[src/rtl/serializer_scheduler_if.sv]
`default_nettype none
// ============================================================================
// Module   : serializer_scheduler_if
// Purpose  : Bundles the requester handshakes, the training request and the
//            frame bus that feeds the D x S-to-D output serializer.
// Ports    : ch0/ch1 valid/data/ready - two parallel-word requesters
//            train_req                 - level request for training frames
//            frame_out/ser_reset/phase - serializer-facing frame bus
//            frame_src/train_active    - status of the current frame
// Modports : slave  - the scheduler (accepts requests, drives the frame bus)
//            master - the environment (requesters, serializer, monitors)
// Revision : 1.0 - initial release
// ============================================================================
interface serializer_scheduler_if #(
  parameter int D = 8,
  parameter int S = 4
);
  localparam int c_phase_w = $clog2(S);

  logic                 ch0_valid;
  logic [D*S-1:0]       ch0_data;
  logic                 ch0_ready;
  logic                 ch1_valid;
  logic [D*S-1:0]       ch1_data;
  logic                 ch1_ready;
  logic                 train_req;
  logic [D*S-1:0]       frame_out;
  logic                 ser_reset;
  logic [c_phase_w-1:0] phase;
  logic [1:0]           frame_src;
  logic                 train_active;

  modport slave (
    input  ch0_valid, ch0_data, ch1_valid, ch1_data, train_req,
    output ch0_ready, ch1_ready, frame_out, ser_reset, phase, frame_src,
           train_active
  );

  modport master (
    output ch0_valid, ch0_data, ch1_valid, ch1_data, train_req,
    input  ch0_ready, ch1_ready, frame_out, ser_reset, phase, frame_src,
           train_active
  );
endinterface
`default_nettype wire

[src/rtl/serializer_scheduler.sv]
`default_nettype none
// ============================================================================
// Module   : serializer_scheduler
// Purpose  : Frame scheduler for the D x S-to-D output serializer. Arbitrates
//            two requesters round-robin, inserts idle and training frames and
//            keeps the serializer slice counter phase-aligned to the frame
//            boundary through a registered serializer reset.
// Ports    : high_speed_clock - sole clock
//            reset_n          - asynchronous active-low reset
//            bus (slave)      - requester handshakes, train_req, frame bus
// Revision : 1.0 - initial release
// ============================================================================
module serializer_scheduler #(
  parameter int             D             = 8,
  parameter int             S             = 4,
  parameter logic [D*S-1:0] IDLE_PATTERN  = (D*S)'({S{8'h00}}),
  parameter logic [D*S-1:0] TRAIN_PATTERN = (D*S)'({(S/2){8'hF0, 8'h0F}}),
  parameter int             TRAIN_MIN     = 4
) (
  input  wire logic             high_speed_clock,
  input  wire logic             reset_n,
  serializer_scheduler_if.slave bus
);

  localparam int c_phase_w = $clog2(S);
  localparam int c_cnt_w   = $clog2(TRAIN_MIN + 1);

  localparam logic [c_phase_w-1:0] c_last_phase = c_phase_w'(S - 1);
  localparam logic [c_cnt_w-1:0]   c_train_min  = c_cnt_w'(TRAIN_MIN);

  localparam logic [1:0] c_src_idle  = 2'd0;
  localparam logic [1:0] c_src_ch0   = 2'd1;
  localparam logic [1:0] c_src_ch1   = 2'd2;
  localparam logic [1:0] c_src_train = 2'd3;

  typedef enum logic [1:0] {
    ST_ALIGN = 2'd0,
    ST_RUN   = 2'd1,
    ST_TRAIN = 2'd2
  } state_t;

  state_t               state_q,        state_d;
  logic [c_phase_w-1:0] phase_q,        phase_d;
  logic [D*S-1:0]       frame_q,        frame_d;
  logic [1:0]           frame_src_q,    frame_src_d;
  logic                 ser_reset_q,    ser_reset_d;
  logic                 train_active_q, train_active_d;
  logic                 last_grant_q,   last_grant_d;   // 0 = ch0, 1 = ch1
  logic [c_cnt_w-1:0]   train_cnt_q,    train_cnt_d;

  logic boundary;
  logic any_valid;
  logic win_ch1;
  logic accept;
  logic ch0_ready;
  logic ch1_ready;

  // ch1 wins when it is the only requester, or on a tie when ch0 had the
  // previous grant.
  assign boundary  = (phase_q == c_last_phase);
  assign any_valid = bus.ch0_valid | bus.ch1_valid;
  assign win_ch1   = bus.ch1_valid & (~bus.ch0_valid | ~last_grant_q);

  always_comb begin
    state_d        = state_q;
    phase_d        = phase_q + c_phase_w'(1);   // S is a power of 2: wraps
    frame_d        = frame_q;
    frame_src_d    = frame_src_q;
    ser_reset_d    = ser_reset_q;
    last_grant_d   = last_grant_q;
    train_cnt_d    = train_cnt_q;
    accept         = 1'b0;
    ch0_ready      = 1'b0;
    ch1_ready      = 1'b0;

    if (boundary) begin
      case (state_q)
        ST_ALIGN: begin
          // Releasing ser_reset here lets the serializer sample it high on
          // the same edge where phase wraps, so both counters agree from 0.
          frame_d     = IDLE_PATTERN;
          frame_src_d = c_src_idle;
          ser_reset_d = 1'b0;
          state_d     = ST_RUN;
        end
        ST_RUN: begin
          if (bus.train_req) begin
            frame_d     = TRAIN_PATTERN;
            frame_src_d = c_src_train;
            train_cnt_d = c_cnt_w'(1);
            state_d     = ST_TRAIN;
          end else begin
            accept = 1'b1;
          end
        end
        ST_TRAIN: begin
          if ((train_cnt_q < c_train_min) || bus.train_req) begin
            frame_d     = TRAIN_PATTERN;
            frame_src_d = c_src_train;
            if (train_cnt_q < c_train_min) begin
              train_cnt_d = train_cnt_q + c_cnt_w'(1);
            end
          end else begin
            // Leave training and schedule normally at this same boundary so
            // no idle frame is inserted. The loaded frame is handshaken like
            // any RUN grant so the requester does not resend it.
            state_d = ST_RUN;
            accept  = 1'b1;
          end
        end
        default: begin
          state_d = ST_ALIGN;
        end
      endcase

      if (accept) begin
        if (any_valid) begin
          if (win_ch1) begin
            ch1_ready    = 1'b1;
            frame_d      = bus.ch1_data;
            frame_src_d  = c_src_ch1;
            last_grant_d = 1'b1;
          end else begin
            ch0_ready    = 1'b1;
            frame_d      = bus.ch0_data;
            frame_src_d  = c_src_ch0;
            last_grant_d = 1'b0;
          end
        end else begin
          frame_d     = IDLE_PATTERN;
          frame_src_d = c_src_idle;
        end
      end
    end

    train_active_d = (state_d == ST_TRAIN);
  end

  always_ff @(posedge high_speed_clock or negedge reset_n) begin
    if (!reset_n) begin
      state_q        <= ST_ALIGN;
      phase_q        <= '0;
      frame_q        <= IDLE_PATTERN;
      frame_src_q    <= c_src_idle;
      ser_reset_q    <= 1'b1;
      train_active_q <= 1'b0;
      last_grant_q   <= 1'b1;   // ch0 wins the first tie after reset
      train_cnt_q    <= '0;
    end else begin
      state_q        <= state_d;
      phase_q        <= phase_d;
      frame_q        <= frame_d;
      frame_src_q    <= frame_src_d;
      ser_reset_q    <= ser_reset_d;
      train_active_q <= train_active_d;
      last_grant_q   <= last_grant_d;
      train_cnt_q    <= train_cnt_d;
    end
  end

  // ready is combinational, so gate it with reset_n to drop it the moment
  // reset is asserted rather than at the next edge.
  assign bus.ch0_ready    = ch0_ready & reset_n;
  assign bus.ch1_ready    = ch1_ready & reset_n;
  assign bus.frame_out    = frame_q;
  assign bus.ser_reset    = ser_reset_q;
  assign bus.phase        = phase_q;
  assign bus.frame_src    = frame_src_q;
  assign bus.train_active = train_active_q;

endmodule
`default_nettype wire

[src/flat_wrapper.sv]
// flat-port wrapper written by rule: the top's interface ports become plain ports
module serializer_scheduler_flat 
#(
  parameter int             D             = 8,
  parameter int             S             = 4,
  parameter logic [D*S-1:0] IDLE_PATTERN  = (D*S)'({S{8'h00}}),
  parameter logic [D*S-1:0] TRAIN_PATTERN = (D*S)'({(S/2){8'hF0, 8'h0F}}),
  parameter int             TRAIN_MIN     = 4
)
  (high_speed_clock, reset_n, bus_ch0_valid, bus_ch0_data, bus_ch1_valid, bus_ch1_data, bus_train_req, bus_ch0_ready, bus_ch1_ready, bus_frame_out, bus_ser_reset, bus_phase, bus_frame_src, bus_train_active);
  serializer_scheduler_if #(.D(D), .S(S)) bus_i ();
  input  wire logic high_speed_clock;
  input  wire logic reset_n;
  input wire logic [$bits(bus_i.ch0_valid)-1:0] bus_ch0_valid;
  input wire logic [$bits(bus_i.ch0_data)-1:0] bus_ch0_data;
  input wire logic [$bits(bus_i.ch1_valid)-1:0] bus_ch1_valid;
  input wire logic [$bits(bus_i.ch1_data)-1:0] bus_ch1_data;
  input wire logic [$bits(bus_i.train_req)-1:0] bus_train_req;
  output wire logic [$bits(bus_i.ch0_ready)-1:0] bus_ch0_ready;
  output wire logic [$bits(bus_i.ch1_ready)-1:0] bus_ch1_ready;
  output wire logic [$bits(bus_i.frame_out)-1:0] bus_frame_out;
  output wire logic [$bits(bus_i.ser_reset)-1:0] bus_ser_reset;
  output wire logic [$bits(bus_i.phase)-1:0] bus_phase;
  output wire logic [$bits(bus_i.frame_src)-1:0] bus_frame_src;
  output wire logic [$bits(bus_i.train_active)-1:0] bus_train_active;
  assign bus_i.ch0_valid = bus_ch0_valid;
  assign bus_i.ch0_data = bus_ch0_data;
  assign bus_i.ch1_valid = bus_ch1_valid;
  assign bus_i.ch1_data = bus_ch1_data;
  assign bus_i.train_req = bus_train_req;
  assign bus_ch0_ready = bus_i.ch0_ready;
  assign bus_ch1_ready = bus_i.ch1_ready;
  assign bus_frame_out = bus_i.frame_out;
  assign bus_ser_reset = bus_i.ser_reset;
  assign bus_phase = bus_i.phase;
  assign bus_frame_src = bus_i.frame_src;
  assign bus_train_active = bus_i.train_active;
  serializer_scheduler #(.D(D), .S(S), .IDLE_PATTERN(IDLE_PATTERN), .TRAIN_PATTERN(TRAIN_PATTERN), .TRAIN_MIN(TRAIN_MIN)) u_core (.high_speed_clock(high_speed_clock), .reset_n(reset_n), .bus(bus_i));
endmodule
[config.mk]
export PLATFORM = sky130hd
export DESIGN_NAME = serializer_scheduler_flat
export DESIGN_NICKNAME = d
export VERILOG_FILES = /design/src/rtl/serializer_scheduler_if.sv /design/src/rtl/serializer_scheduler.sv /design/src/flat_wrapper.sv
export SDC_FILE = /design/constraint.sdc
export NUM_CORES = 1
export LEC_CHECK = 0
export CAP_MARGIN = 20
export CORE_ASPECT_RATIO = 0.75
export CORE_MARGIN = 2
export CORE_UTILIZATION = 35
export CTS_CLUSTER_DIAMETER = 120
export CTS_CLUSTER_SIZE = 8
export DETAILED_ROUTE_END_ITERATION = 7
export PLACE_DENSITY = 0.73
export SYNTH_ARGS = -nofsm -noshare
export SYNTH_HDL_FRONTEND = slang
export SYNTH_SLANG_ARGS = --single-unit
[constraint.sdc]
create_clock -name high_speed_clock -period 1.7 [get_ports high_speed_clock]
set_clock_uncertainty 0.15 [all_clocks]
set_input_delay 0.17 -clock high_speed_clock [delete_from_list [all_inputs] [get_ports high_speed_clock]]
set_output_delay 0.17 -clock high_speed_clock [all_outputs]
set_load 0.01 [all_outputs]
==> Word-level counts from Yosys, hierarchy flattened <==
Index checks and enable logic that the tools add are counted.
{ "word_totals": {"out_inout_bits": 40, "ff_bits": 44, "word_cells": 67} }
{ "classes": {"n_bitwise": 7, "n_eq_ne": 9, "order_cmp": 1, "reduce_logical": 8, "mux": 32, "addsub": 2} }
{ "ops": {"columns": ["operator", "n"], "rows": [
  ["32-bit two-way mux", 5],
  ["32-bit one-hot mux with 3 select lines", 1],
  ["2-bit two-way mux", 8],
  ["2-bit one-hot mux with 3 select lines", 2],
  ["1-bit two-way mux", 11],
  ["3-bit two-way mux", 3],
  ["2-bit equality test (second input constant)", 3],
  ["3-bit one-hot mux with 2 select lines", 1],
  ["5-bit AND reduction", 1],
  ["2-bit by 1-bit inequality test with 1-bit output (second input constant)", 2],
  ["4-bit AND reduction", 1],
  ["4-bit nonzero test", 1],
  ["3-bit by 1-bit adder with 3-bit output (second input constant)", 1],
  ["1-bit bitwise AND", 3],
  ["3-bit < comparator (second input constant)", 1],
  ["3-bit by 1-bit inequality test with 1-bit output (second input constant)", 1],
  ["3-bit by 2-bit inequality test with 1-bit output (second input constant)", 1],
  ["3-bit AND reduction", 1],
  ["2-bit by 1-bit adder with 2-bit output (second input constant)", 1],
  ["2-bit by 1-bit equality test with 1-bit output (second input constant)", 1],
  ["2-bit logical NOT", 1],
  ["2-bit inequality test (second input constant)", 1],
  ["1-bit NOT", 2],
  ["1-bit OR", 2],
  ["other kinds (4)", 4]
]} }

==> Longest topological paths before layout <==
{ "depth": {"depth_word": 8, "depth_mapped": 8, "mapped_depth_nobuf": 6} }

==> Worst setup path after synthesis <==
No wires, ideal clock.
{ "synth_path": {"path_type": "reg2out", "from": "register u_core.state_q[0]", "to": "output bus_ch0_ready", "required_time_ns": 1.380, "path_buffers": 2, "stages_incl_launch_ff": 8, "arrival_time_ns": 1.746, "setup_slack_ns": -0.366, "path_cell_list": "dfrtp_1 -> inv_1 -> ha_1 -> a21oi_2 -> or3b_1 -> buf_6 -> buf_8 -> nor3_1"} }
{ "synth_between": {"elab_chain_cells": 6} }
{ "synth_lines": {"columns": ["item", "line_no", "text"], "rows": [
  ["start, declared", "serializer_scheduler.sv:42", "state_t state_q, state_d;"],
  ["start signal, assigned", "serializer_scheduler.sv:150", "state_q <= state_d;"],
  ["2-bit equality test / 2-bit by 1-bit equality test with 1-bit output (equally long branches)", "serializer_scheduler.sv:77", "case (state_q)"],
  ["1-bit one-hot mux with 2 select lines *", "serializer_scheduler.sv:77", null],
  ["1-bit two-way mux *", "serializer_scheduler.sv:76", "if (boundary) begin"],
  ["1-bit two-way mux *", "serializer_scheduler.sv:116", "if (accept) begin"],
  ["1-bit two-way mux *", "serializer_scheduler.sv:76", null],
  ["1-bit bitwise AND *", "serializer_scheduler.sv:163", "assign bus.ch0_ready = ch0_ready & reset_n;"],
  ["end, declared", "flat_wrapper.sv:19", "output wire logic [$bits(bus_i.ch0_ready)-1:0] bus_ch0_ready;"]
]} }
Every way passes the cells marked *; elsewhere a longest branch is shown, timed or not. The select of a mux whose other input is x is not followed.

==> Worst setup path in the final report <==
Ends and elaborated chain as after synthesis.

==> reports/results.ini <==
[route]
routedWlPerCell_um = 15.0
vias = 2126
post_drt_via_cell_ratio = 4.89
dr.first_iter.drc_count = 63
ant_nets = 0
finalWirelength_um = 6510
dr.pass1.iters = 4
drc = 0

[global_routing]
grt_max_degree = 45
grtUsageTotal = 0.182
grt_use_met3 = 0.0752
grtUsageMet2 = 0.314
top_usage_layer = met2
grt_pass1_wl_um = 10400
grt_pass1_vias = 2132
grt-ovfl-total = 0
grt.met1_usage = 0.213
antenna_found_initial = 0

[clocking]
cts-root-buf = clkbuf_8
numClockSinks = 44
clkTransAtPathRegs_ps = 80
insertion_delay_ps = 290
clockBufferDepth = 2
cts_tree = yes
htreeDepth = 2
cts-buffers-inserted = 5

[synth]
syn_area_sq_um = 2270
synthCells = 211
synthTopCellsByCount = dfrtp_1 (42), mux2i_1 (32), nor2_1 (21), o21ai_0 (21), nand2_1 (19)
yosys.cell_count.top_type = dfrtp_1
synth.area.top_cells = dfrtp_1 (46%), mux2i_1 (14%), o21ai_0 (4.6%)
syn_area_per_cell_sq_um = 10.8
synth-main-ff-cell = dfrtp_1
synth_edf_count = 0
yosysSeqAreaShare = 0.486
synth.largest_area_cell = dfrtp_1
ys_seq_elements = 44
synthArstFlopShare = 1.00
synth_warnings = 0
syn_nets = 288
yosysUniqueCellTypes = 32
yosysTopAreaCellShare = 0.463

[sta]
worst_pin_slew_ps = 547
slew_viol_final = 0
fin_crit_ps = 2060
slew_headroom = 0.635
setup_viol_count_final = 39
min_period_over_period = 1.21
finalHoldViolCount = 0
fin_ws_ps = -362
hold_ws_ps = 331
fmax_ghz = 0.485
rsz0062_at_grt = true

[floorplan]
core_area_sq_um = 6290
die_area_sq_um = 7150
initial_utilization = 0.361
rows = 25
ios = 109
dieWidth_um = 97.0
die_height_um = 73.7

[place]
placed_area_sq_um = 3670
dp.cells = 418
dp_slack_ps = -504
gp_congestion = 0.799
detailed_place_hpwl_um = 4610
io_buffers = 108

[setup_path]
path_max_fanout = 3
required_ps = 1380
rr_worst_depth = 7
cp.arrival_ps = 1740
worst-setup-path-type = reg2out
start_kind = flip-flop
setup.worst_path.end = bus_ch0_ready
r2r_end = u_core.bus.frame_out[19]
rrSetupSlack_ps = -180
reg2reg_from = u_core.state_q[0]
crit_path_end_kind = output port
crit_path_start = u_core.state_q[0]

[cells_and_area]
antenna_cells = 0
n_fill_cell = 503
nNetsFinal = 430
multi_input_area_sq_um = 1320
fin_cells = 435
ff_latch_area_sq_um = 1110
design_area_sq_um = 4100
syn_to_final_growth_pct = 80.4
drive_gt1_frac = 0.280

[run_status]
violations = negative setup slack
status = complete, but fails checks

[worst_hold_path]
hp-class = reg2reg

[job]
cap_violations = 0

[pwr]
power.density_nw_per_um2 = 1280
leakage_uw = 0.00174
ir_drop_v = 0.000561

-- per-stage QoR --
step           utilization  setup TNS (ps)  total power [uW]
2_1_floorplan            -           -1440              2770
3_3_place_gp         0.584          -10060              3950
3_5_place_dp         0.584          -11060              4010
4_1_cts              0.631           -7100              5000
5_1_grt              0.651           -8040              5580
6_report             0.651           -5620              5240
-- registers in the layout (all words and copies together) (netlist names) --
name and flops:
u_core.state_q 2, u_core.bus.frame_src 2, u_core.last_grant_q 1, u_core.bus.ser_reset 1, u_core.bus.phase 2, u_core.bus.train_active 1, u_core.train_cnt_q 3, u_core.bus.frame_out 32
-- worst min-delay path by stage --
| stage | startpoint | to | slack, ps | cells past startpoint |
|---|---|---|---|---|
| after floorplan | reset_n | u_core.bus.frame_out[0] | -280 | 0 |
| after global placement | reset_n | u_core.bus.frame_out[15] | 190 | 2 |
| after detailed placement | reset_n | u_core.bus.frame_out[18] | 200 | 2 |
| after CTS | u_core.bus.frame_out[4] | u_core.bus.frame_out[4] | 330 | 2 |
| after global routing | u_core.bus.ser_reset | u_core.bus.ser_reset | 340 | 1 |
| final | u_core.bus.frame_out[4] | u_core.bus.frame_out[4] | 330 | 2 |
-- cell type report --
type                       instances  area share
inverter                           6     0.00611
clock buffer                       6      0.0177
sequential                        44       0.270
tap                               81      0.0247
multi-input combinational        151       0.323
clock inverter                     2     0.00855
timing repair buffer             145       0.350
-- report_power, final --
part | total, uW | switching (uW) | internal (uW)
combinational | 2810 | 1210 | 1590
sequential | 1650 | 219 | 1430
clock | 779 | 343 | 436
-- cell families (layout without fill, tap and decap cells) --
family / count (synthesis) / count (layout) / share of synthesized area
flip-flops: 44 / 44 / 0.486
multiplexers: 32 / 32 / 0.141
AO/OA/AOI/OAI: 54 / 54 / 0.166
buffers and inverters: 18 / 159 / 0.0557
adder cells (fa/ha/maj): 8 / 8 / 0.0441
AND/OR/NAND/NOR: 55 / 57 / 0.106
-- critical path: stages (launching register included) --
cell	delay, ps
dfrtp_2	400
inv_4	60
ha_4	280
nand2b_4	60
or3b_4	420
nor3_4	120
buf_6	130
-- metal layers --
layer,vias to the layer above,routed length (um),part of all wire
li1,1029,-,-
met1,1007,2660,0.41
met2,81,3210,0.49
met3,9,567,0.087
met4,0,81,0.012
met5,-,0,0
-- timing repair --
action	in CTS	in global routing
hold buffers	1	0
gates resized for setup	56	20
gates cloned	1	2
endpoints found under the setup margin	40	42
endpoints found under the hold margin	42	0
buffers inserted	4	1
pin swaps	17	17
-- placed cells by master (no fill, tap or decap), types with 2 or more instances in the layout --
master,netlist,routed
nor2b_1,4,2
a31oi_1,4,3
nand2b_1,3,2
buf_2,2,2
o21ai_1,1,3
o21a_1,3,2
buf_12,0,3
nand2_8,0,3
ha_4,0,4
nand2_1,19,18
o21ai_2,0,17
o22a_1,11,11
inv_1,6,4
mux2i_1,32,32
clkbuf_8,0,5
buf_6,5,6
dfstp_2,2,2
dfrtp_2,0,2
ha_1,8,4
dfrtp_1,42,40
nor2_1,21,20
o22a_2,6,6
buf_4,2,27
clkdlybuf4s50_1,0,104
(Power assumes the default switching activity.)
